===== config.mk =====
export PLATFORM = sky130hd
export DESIGN_NAME = seven_segment_decoder
export DESIGN_NICKNAME = d
export VERILOG_FILES = /design/src/rtl/seg7_pkg.sv /design/src/rtl/seg7_pattern_decode.sv /design/src/rtl/seven_segment_decoder.sv
export SDC_FILE = /design/constraint.sdc
export NUM_CORES = 1
export LEC_CHECK = 0
export CAP_MARGIN = 40
export CORE_MARGIN = 3
export CORE_UTILIZATION = 45
export DETAILED_ROUTE_END_ITERATION = 8
export MAX_ROUTING_LAYER = met4
export PLACE_DENSITY = 0.83
export SETUP_SLACK_MARGIN = 0.2
export SYNTH_ARGS = -nofsm -noshare
export SYNTH_HDL_FRONTEND = slang
export SYNTH_SLANG_ARGS = --single-unit

===== constraint.sdc =====
create_clock -name clk -period 2.45 [get_ports clk]
set_input_delay 0.49 -clock clk [delete_from_list [all_inputs] [get_ports clk]]
set_output_delay 0.49 -clock clk [all_outputs]
set_load 0.02 [all_outputs]

===== src/rtl/seg7_pkg.sv =====
// Shared seven-segment definitions.
// Holds the active-low segment encodings for hex digits 0..F (bit0 = a ... bit6 = g)
// and the digit width. The display encoder and the capture decoder both use these
// constants, so the two directions stay consistent.
package seg7_pkg;

  localparam int unsigned DIGIT_W = 4;

  localparam logic [6:0] SEG7_0 = 7'b1000000;
  localparam logic [6:0] SEG7_1 = 7'b1111001;
  localparam logic [6:0] SEG7_2 = 7'b0100100;
  localparam logic [6:0] SEG7_3 = 7'b0110000;
  localparam logic [6:0] SEG7_4 = 7'b0011001;
  localparam logic [6:0] SEG7_5 = 7'b0010010;
  localparam logic [6:0] SEG7_6 = 7'b0000010;
  localparam logic [6:0] SEG7_7 = 7'b1111000;
  localparam logic [6:0] SEG7_8 = 7'b0000000;
  localparam logic [6:0] SEG7_9 = 7'b0010000;
  localparam logic [6:0] SEG7_A = 7'b0001000;
  localparam logic [6:0] SEG7_B = 7'b0000011;
  localparam logic [6:0] SEG7_C = 7'b1000110;
  localparam logic [6:0] SEG7_D = 7'b0100001;
  localparam logic [6:0] SEG7_E = 7'b0000110;
  localparam logic [6:0] SEG7_F = 7'b0001110;

endpackage


===== src/rtl/seg7_pattern_decode.sv =====
// Combinational seven-segment pattern decoder.
// Ports:
//   seg_n  in  [6:0]  active-low segment pattern (bit0 = a ... bit6 = g)
//   legal  out        pattern is one of the 16 hex encodings
//   hex    out [3:0]  decoded value (0 when illegal)
module seg7_pattern_decode
  import seg7_pkg::*;
(
  input  logic [6:0]         seg_n,
  output logic               legal,
  output logic [DIGIT_W-1:0] hex
);

  always_comb begin
    legal = 1'b1;
    hex   = '0;
    case (seg_n)
      SEG7_0:  hex = 4'h0;
      SEG7_1:  hex = 4'h1;
      SEG7_2:  hex = 4'h2;
      SEG7_3:  hex = 4'h3;
      SEG7_4:  hex = 4'h4;
      SEG7_5:  hex = 4'h5;
      SEG7_6:  hex = 4'h6;
      SEG7_7:  hex = 4'h7;
      SEG7_8:  hex = 4'h8;
      SEG7_9:  hex = 4'h9;
      SEG7_A:  hex = 4'hA;
      SEG7_B:  hex = 4'hB;
      SEG7_C:  hex = 4'hC;
      SEG7_D:  hex = 4'hD;
      SEG7_E:  hex = 4'hE;
      SEG7_F:  hex = 4'hF;
      default: legal = 1'b0;
    endcase
  end

endmodule


===== src/rtl/seven_segment_decoder.sv =====
// Recovers hex digits from a multiplexed active-low seven-segment display bus.
// Pins are synchronized, filtered for stability, decoded and captured per digit.
// Ports:
//   clk, rst_n   clock, synchronous active-low reset
//   seg_n        active-low segment pattern (bit0 = a ... bit6 = g)
//   an_n         active-low digit select, one-hot expected
//   clear        synchronous clear of all digit status
//   digits       captured hex values, digit i at [4i+3:4i]
//   digit_valid  digit i holds a legally decoded value
//   digit_err    last capture for digit i was an illegal pattern
//   update       one-cycle pulse per capture
module seven_segment_decoder
  import seg7_pkg::*;
#(
  parameter int unsigned NUM_DIGITS    = 4,
  parameter int unsigned STABLE_CYCLES = 16
) (
  input  logic                          clk,
  input  logic                          rst_n,
  input  logic [6:0]                    seg_n,
  input  logic [NUM_DIGITS-1:0]         an_n,
  input  logic                          clear,
  output logic [DIGIT_W*NUM_DIGITS-1:0] digits,
  output logic [NUM_DIGITS-1:0]         digit_valid,
  output logic [NUM_DIGITS-1:0]         digit_err,
  output logic                          update
);

  localparam int unsigned SW   = NUM_DIGITS + 7;
  localparam int unsigned CntW = $clog2(STABLE_CYCLES);
  localparam logic [CntW-1:0] CntMax = CntW'(STABLE_CYCLES - 1);

  // Sample layout is {an_n, seg_n}; sync2_q is the current sample S.
  logic [SW-1:0] sync1_q, sync2_q;
  logic [CntW-1:0] cnt_q, cnt_d;
  logic captured_q, captured_d;

  logic [DIGIT_W*NUM_DIGITS-1:0] digits_q, digits_d;
  logic [NUM_DIGITS-1:0] valid_q, valid_d, err_q, err_d;
  logic update_q, update_d;

  logic                  change;
  logic [NUM_DIGITS-1:0] an_sel;
  logic [6:0]            seg_s;
  logic                  one_hot;
  logic                  fire;
  logic                  pat_legal;
  logic [DIGIT_W-1:0]    pat_hex;

  // The sample entering S differs from S: the count for the new S starts over.
  assign change  = (sync1_q != sync2_q);
  assign an_sel  = ~sync2_q[SW-1:7];
  assign seg_s   = sync2_q[6:0];
  assign one_hot = ($countones(an_sel) == 1);
  // cnt_q == CntMax means S has been seen STABLE_CYCLES times in a row.
  assign fire    = (cnt_q == CntMax) && !captured_q && one_hot;

  seg7_pattern_decode u_decode (
    .seg_n (seg_s),
    .legal (pat_legal),
    .hex   (pat_hex)
  );

  always_comb begin
    cnt_d      = cnt_q;
    captured_d = captured_q;
    if (change) begin
      cnt_d      = '0;
      captured_d = 1'b0;
    end else begin
      if (cnt_q != CntMax) cnt_d = cnt_q + 1'b1;
      // Set even when clear discards the capture, so the held pattern is not re-taken.
      if (fire) captured_d = 1'b1;
    end
  end

  always_comb begin
    digits_d = digits_q;
    valid_d  = valid_q;
    err_d    = err_q;
    update_d = 1'b0;
    if (clear) begin
      digits_d = '0;
      valid_d  = '0;
      err_d    = '0;
    end else if (fire) begin
      update_d = 1'b1;
      for (int unsigned i = 0; i < NUM_DIGITS; i++) begin
        if (an_sel[i]) begin
          if (pat_legal) begin
            digits_d[i*DIGIT_W +: DIGIT_W] = pat_hex;
            valid_d[i] = 1'b1;
            err_d[i]   = 1'b0;
          end else begin
            valid_d[i] = 1'b0;
            err_d[i]   = 1'b1;
          end
        end
      end
    end
  end

  always_ff @(posedge clk) begin
    if (!rst_n) begin
      sync1_q    <= '1;
      sync2_q    <= '1;
      cnt_q      <= '0;
      captured_q <= 1'b0;
      digits_q   <= '0;
      valid_q    <= '0;
      err_q      <= '0;
      update_q   <= 1'b0;
    end else begin
      sync1_q    <= {an_n, seg_n};
      sync2_q    <= sync1_q;
      cnt_q      <= cnt_d;
      captured_q <= captured_d;
      digits_q   <= digits_d;
      valid_q    <= valid_d;
      err_q      <= err_d;
      update_q   <= update_d;
    end
  end

  assign digits      = digits_q;
  assign digit_valid = valid_q;
  assign digit_err   = err_q;
  assign update      = update_q;

endmodule

==> results_dict.tcl, run 1 <==
set metrics [dict create \
    status "finished, final reports clean" \
    synth_cell_types 42 \
    portBuffers 38 \
    design_area_um2 3080 \
    hold_viol 0 \
    arrival_ns 2.54 \
    die-height_um 78.2 \
    critPathLaunchType "flip-flop" \
    peakVddDrop_v 0.000349 \
    dieArea_um2 6120 \
    hold_slack_ns 0.463 \
    syn_area_per_cell_um2 9.65 \
    ys_async_sr_fraction_pct 0 \
    fin_crit_ns 2.37 \
    synthTopCellsByCount "dfxtp_1 (52), nand2b_1 (25), nand2_1 (22)" \
    fmax_mhz 422 \
    reg2reg_slack_ns 0.08 \
    slew_viol_final 0 \
    ys.flop_type "dfxtp_1" \
    die_w_um 78.2 \
    yosysTopAreaCellShare_pct 44.4 \
    holdPathStages 2 \
    synth_edf_count 0 \
    r2r_start "sync2_q[10]$_SDFF_PN1_" \
    syn_nets 261 \
    period_share_pct 96.7 \
    areaGrowthSynthToFinish_pct 31.4 \
    worstMarginPinSlew_ns 0.540 \
    worstSkewPairLatency_ns 0.30 \
    cp_slowest_stage_delay_ns 0.54 \
    yosysWarningCount 0 \
    min_path_type "reg2reg" \
    intPower_mw 1.15 \
    antenna_found_initial 0 \
    min_to "digits[14]$_SDFFE_PP0P_" \
    cp_cell_sequence "fa_1 > inv_2 > ha_4 > ha_4 > nor4b_4 > nand2b_4 > nor2_4 > buf_6 > nand2b_4 > mux2i_1" \
    routed-via-count 1893 \
    crit_path_max_fanout 7 \
    final_core_util_pct 63.2 \
    timing.rr.end "digits[5]$_SDFFE_PP0P_" \
    pwr-share-comb_pct 7.2 \
    ios 39 \
    min_from "digits[14]$_SDFFE_PP0P_" \
    p_per_area_nw_per_um2 486 \
    core_um2 4880 \
    grtUsageTotal_pct 16.7 \
    post-dp-hpwl_mm 3.53 \
    cts_buffers 5 \
    grt-ovfl-total 0 \
    root_buffer "clkbuf_8" \
    globalplace.congestion 0.832 \
    fin_ws_ns 0.0798 \
    power_switching_mw 0.345 \
    avgViaCountPerCell 5.26 \
    wl_mm 4.86 \
    yosysSeqAreaShare_pct 44.4 \
    cts-htree-levels 2 \
    drcViolationCount 0 \
    synth_area_leaders "dfxtp_1 (44%), nand2b_1 (6.7%), mux2i_1 (5.5%), xnor2_1 (4.9%), nand2_1 (3.5%)" \
    slew_headroom_pct 63.7 \
    pre_cts_ws_ns -0.0315 \
    rows 25 \
    wl_per_cell_um 13.5 \
    layout-drive-gt1-share_pct 19.8 \
    grt_max_degree 20 \
    ys_ff_latch 52 \
    critPathKind "reg2reg" \
    path_buf_inv 2 \
    cap_violations 0 \
    initial_core_util_pct 48.1 \
    path_clk_slew_ns 0.09 \
    grt_pass1_vias 1781 \
    syn_area_um2 2350 \
    diodes 0 \
    netlist_instances 243 \
    grt_setup_unrepaired "yes" \
    drt_iter0_markers 78 \
    p_seq_share_pct 59.2 \
    required_ns 2.62 \
    rr_worst_depth 10 \
    postRouteAntennaNets 0 \
    crit_slowest_cell "fa_1" \
    path_delay_family "adder cells" \
    dr.pass1.iters 4 \
    worst_setup_path_end_kind "flip-flop" \
    clock-sinks 52 \
    yosys.area.top_type "dfxtp_1" \
    yosysMostFrequentCell "dfxtp_1" \
    setup_viol 0 \
    grt_pass1_wl_mm 8.01 \
    nets 310 \
    cts_buffer_depth 2 \
    cts_tree "done" \
    place_area_um2 2860 \
    clock_power_share_pct 33.6 \
    skew_ns 0.00918 \
    power_switching_share_pct 23.0 \
    power_leakage_nw 1.20 \
]
## through the flow
stage | std cells | total power, mW | TNS (ns)
global route | 360 | 1.56 | -0.0160
finish | 360 | 1.50 | 0
detailed placement | 347 | 1.01 | -0.0403
global placement | 347 | 1.01 | 0
CTS | 359 | 1.51 | 0
floorplan | 243 | 0.970 | 0
## repair_timing
action,CTS,global route
setup buffers,4,1
hold buffers,0,0
gates resized for setup,10,20
endpoints found under the setup margin,24,24
pin swaps,6,7
## worst reg2reg max path, cell delays in order (launching register included)
cell and delay, ns:
dfxtp_2 0.34, fa_1 0.54, inv_2 0.05, ha_4 0.15
ha_4 0.21, nor4b_4 0.34, nand2b_4 0.17, nor2_4 0.12
buf_6 0.13, nand2b_4 0.07, mux2i_1 0.12
## worst max path at each step
| stage | startpoint | cells after the start | to |
|---|---|---|---|
| after floorplan | sync2_q[10]$_SDFF_PN1_ | 10 | digits[1]$_SDFFE_PP0P_ |
| after global placement | sync2_q[10]$_SDFF_PN1_ | 9 | digits[15]$_SDFFE_PP0P_ |
| after detailed placement | sync2_q[10]$_SDFF_PN1_ | 9 | digits[15]$_SDFFE_PP0P_ |
| after CTS | sync2_q[7]$_SDFF_PN1_ | 10 | digits[10]$_SDFFE_PP0P_ |
| after global routing | sync2_q[10]$_SDFF_PN1_ | 10 | digit_valid[2]$_SDFFE_PP0P_ |
| final | sync2_q[10]$_SDFF_PN1_ | 10 | digits[5]$_SDFFE_PP0P_ |
## cell usage in the layout, fill, tap and decap left out, types with 4 or more instances in the layout
| master | synthesis | routed |
|---|---|---|
| dfxtp_1 | 52 | 46 |
| nor2_4 | 0 | 4 |
| clkdlybuf4s50_1 | 0 | 38 |
| nand2_1 | 22 | 22 |
| nor2_1 | 9 | 6 |
| nand2b_1 | 25 | 24 |
| buf_6 | 2 | 4 |
| a21oi_1 | 15 | 13 |
| clkbuf_8 | 0 | 6 |
| nand2b_4 | 4 | 5 |
| xnor2_1 | 13 | 13 |
| nand4_1 | 4 | 4 |
| mux2i_1 | 13 | 13 |
| nor3b_1 | 6 | 6 |
| o21ai_0 | 12 | 7 |
| o21ai_1 | 2 | 4 |
| nor4_1 | 4 | 4 |
| nor2b_1 | 4 | 4 |
| buf_4 | 3 | 14 |
| dfxtp_2 | 0 | 5 |
## per-layer routing
metal / routed length, um / global-route usage [%] / share of wire (%)
met1: 2030 / 20.4 / 42
met2: 2430 / 27.4 / 50
met3: 328 / 2.98 / 6.7
met4: 71 / 6.82 / 1.5
met5: 0 / - / 0
## state kept, by name, indices dropped and copies added (netlist names)
signal and cells:
sync2_q 11, sync1_q 11, captured_q 1, digits 16, digit_valid 4, cnt_q 4
digit_err 4, update 1
## cells by family (layout without fill, tap and decap cells)
kind of cell	after synthesis	in the layout	share of synthesized area [%]
AOI/OAI and AO/OA	47	47	13.3
xor gates and xnor gates	13	13	4.85
adders and majority gates	4	4	2.45
buffers and inverters	18	68	4.16
DFF	52	52	44.4
muxes	13	13	5.55
and+or+nand+nor	96	96	25.3
## layout make-up
class	instances	area, um^2
fill	402	1800
clock inverter	1	7.51
tap	67	83.8
inverter	4	15.0
clock buffer	7	86.3
sequential	52	1050
multi-input combinational	173	1310
timing repair buffer	56	531
## power groups by stage
| stage | combinational [mW] | sequential, mW | clock, mW |
|---|---|---|---|
| after floorplan | 0.0763 | 0.893 | 0 |
| after global placement | 0.100 | 0.905 | 0 |
| after detailed placement | 0.103 | 0.906 | 0 |
| after CTS | 0.107 | 0.887 | 0.515 |
| after global routing | 0.120 | 0.892 | 0.553 |
| final | 0.108 | 0.888 | 0.503 |
Note: power is estimated with default switching activity, not from simulation.
==> run 2, diff against run 1 <==
Settings changed: CELL_PAD_IN_SITES_DETAIL_PLACEMENT from default to 0, CELL_PAD_IN_SITES_GLOBAL_PLACEMENT from default to 1, CORE_UTILIZATION 45 to 36, GPL_TIMING_DRIVEN from default to 1, PLACE_DENSITY 0.83 to 0.85.
==> results_dict.tcl, run 2 (synthesis results as in run 1) <==
set metrics [dict create \
    status "finished, final reports clean" \
    dr.pass1.iters 4 \
    power_leakage_nw 1.19 \
    die_w_um 86.7 \
    min_path_type "reg2reg" \
    cts-htree-levels 2 \
    drt_iter0_markers 50 \
    path_buf_inv 2 \
    cts_buffers 5 \
    core_um2 6130 \
    critPathLaunchType "flip-flop" \
    slew_headroom_pct 64.6 \
    final_core_util_pct 49.9 \
    peakVddDrop_v 0.000421 \
    cp_cell_sequence "fa_1 > inv_2 > ha_4 > ha_4 > nor4b_4 > nand2b_4 > nor2_1 > buf_4 > nand2b_4 > mux2i_1" \
    worstSkewPairLatency_ns 0.29 \
    fin_ws_ns 0.0296 \
    period_share_pct 98.8 \
    cts_buffer_depth 2 \
    clock-sinks 52 \
    p_per_area_nw_per_um2 467 \
    postRouteAntennaNets 0 \
    nets 310 \
    die-height_um 86.7 \
    arrival_ns 2.58 \
    grtUsageTotal_pct 13.7 \
    antenna_found_initial 0 \
    cap_violations 0 \
    skew_ns 0.00578 \
    post-dp-hpwl_mm 3.50 \
    required_ns 2.61 \
    fin_crit_ns 2.42 \
    critPathKind "reg2reg" \
    layout-drive-gt1-share_pct 17.9 \
    root_buffer "clkbuf_8" \
    routed-via-count 1827 \
    largest_register_ffs 16 \
    diodes 0 \
    tns_ns 0 \
    avgViaCountPerCell 4.99 \
    worst_setup_path_end_kind "flip-flop" \
    areaGrowthSynthToFinish_pct 30.5 \
    globalplace.congestion 0.798 \
    hold_buffers 0 \
    wl_per_cell_um 13.6 \
    portBuffers 38 \
    hold_viol 0 \
    pre_cts_ws_ns -0.0110 \
    grt_setup_unrepaired "yes" \
    grt_max_degree 20 \
    initial_core_util_pct 38.3 \
    hold_slack_ns 0.465 \
    cts_tree "done" \
    path_delay_family "adder cells" \
    slew_viol_final 0 \
    grt_pass1_vias 1733 \
    drcViolationCount 0 \
    grt-ovfl-total 0 \
    crit_slowest_cell "fa_1" \
    mostFrequentLayoutCells "dfxtp_1 (46), clkdlybuf4s50_1 (38), nand2b_1 (24), nand2_1 (22)" \
    wl_mm 4.96 \
    setup_viol 0 \
    path_clk_slew_ns 0.08 \
    crit_path_max_fanout 6 \
    ios 39 \
    dieArea_um2 7520 \
    final_common_cell "dfxtp_1" \
    fmax_mhz 413 \
    cp_slowest_stage_delay_ns 0.54 \
    worstMarginPinSlew_ns 0.525 \
    fillers 580 \
    rows 28 \
    grt_pass1_wl_mm 8.03 \
]
[run 2: path summary, 6_finish.rpt]
check,cells past startpoint,startpoint,slack (ns),endpoint
max,10,sync2_q[10]$_SDFF_PN1_,0.03,digits[4]$_SDFFE_PP0P_
min,2,digits[8]$_SDFFE_PP0P_,0.46,digits[8]$_SDFFE_PP0P_
max reg2reg,10,sync2_q[10]$_SDFF_PN1_,0.03,digits[4]$_SDFFE_PP0P_
min reg2reg,2,digits[8]$_SDFFE_PP0P_,0.46,digits[8]$_SDFFE_PP0P_
[run 2: report_power, final]
part           internal, mW  total (mW)  switching, mW  leakage (nW)
registers             0.862       0.888         0.0259         0.422
logic                0.0617       0.108         0.0460         0.733
clock network         0.191       0.436          0.245        0.0371
total                  1.11        1.43          0.317          1.19
[run 2: per-layer routing]
layer / routed length [um] / vias to the layer above / global-route usage, %
li1: - / 942 / -
met1: 2310 / 838 / 17.2
met2: 2360 / 43 / 22.1
met3: 259 / 4 / 3.23
met4: 36 / 0 / 3.82
met5: 0 / - / -
[run 2: cell type report]
cell class	count	area (um^2)	area share, %
flip-flops and latches	52	1050	34.3
repair buffers	56	531	17.3
clock buffers	6	72.6	2.37
multi-input cells	173	1300	42.4
well taps	75	93.8	3.06
inverters	4	15.0	0.490
[run 2: timing repair]
| action | CTS | global route |
|---|---|---|
| resized for setup | 11 | 11 |
| setup endpoints to repair | 24 | 24 |
| buffers inserted | 0 | 5 |
| pin swaps | 4 | 8 |
[run 2: stage by stage]
step	area [um^2]	cells	power, mW
after floorplan	2390	243	0.970
after global placement	2870	355	1.01
after detailed placement	2870	355	1.01
after CTS	2980	361	1.45
after global routing	3060	366	1.49
final	3060	366	1.43
[run 2: worst reg2reg max path, delay by kind of cell (launching register included)]
kind                       cells  cell delay, ns
DFF                            1            0.34
muxes                          1            0.12
adders and majority gates      3            0.94
and+or+nand+nor                4            0.70
buffers and inverters          2            0.20
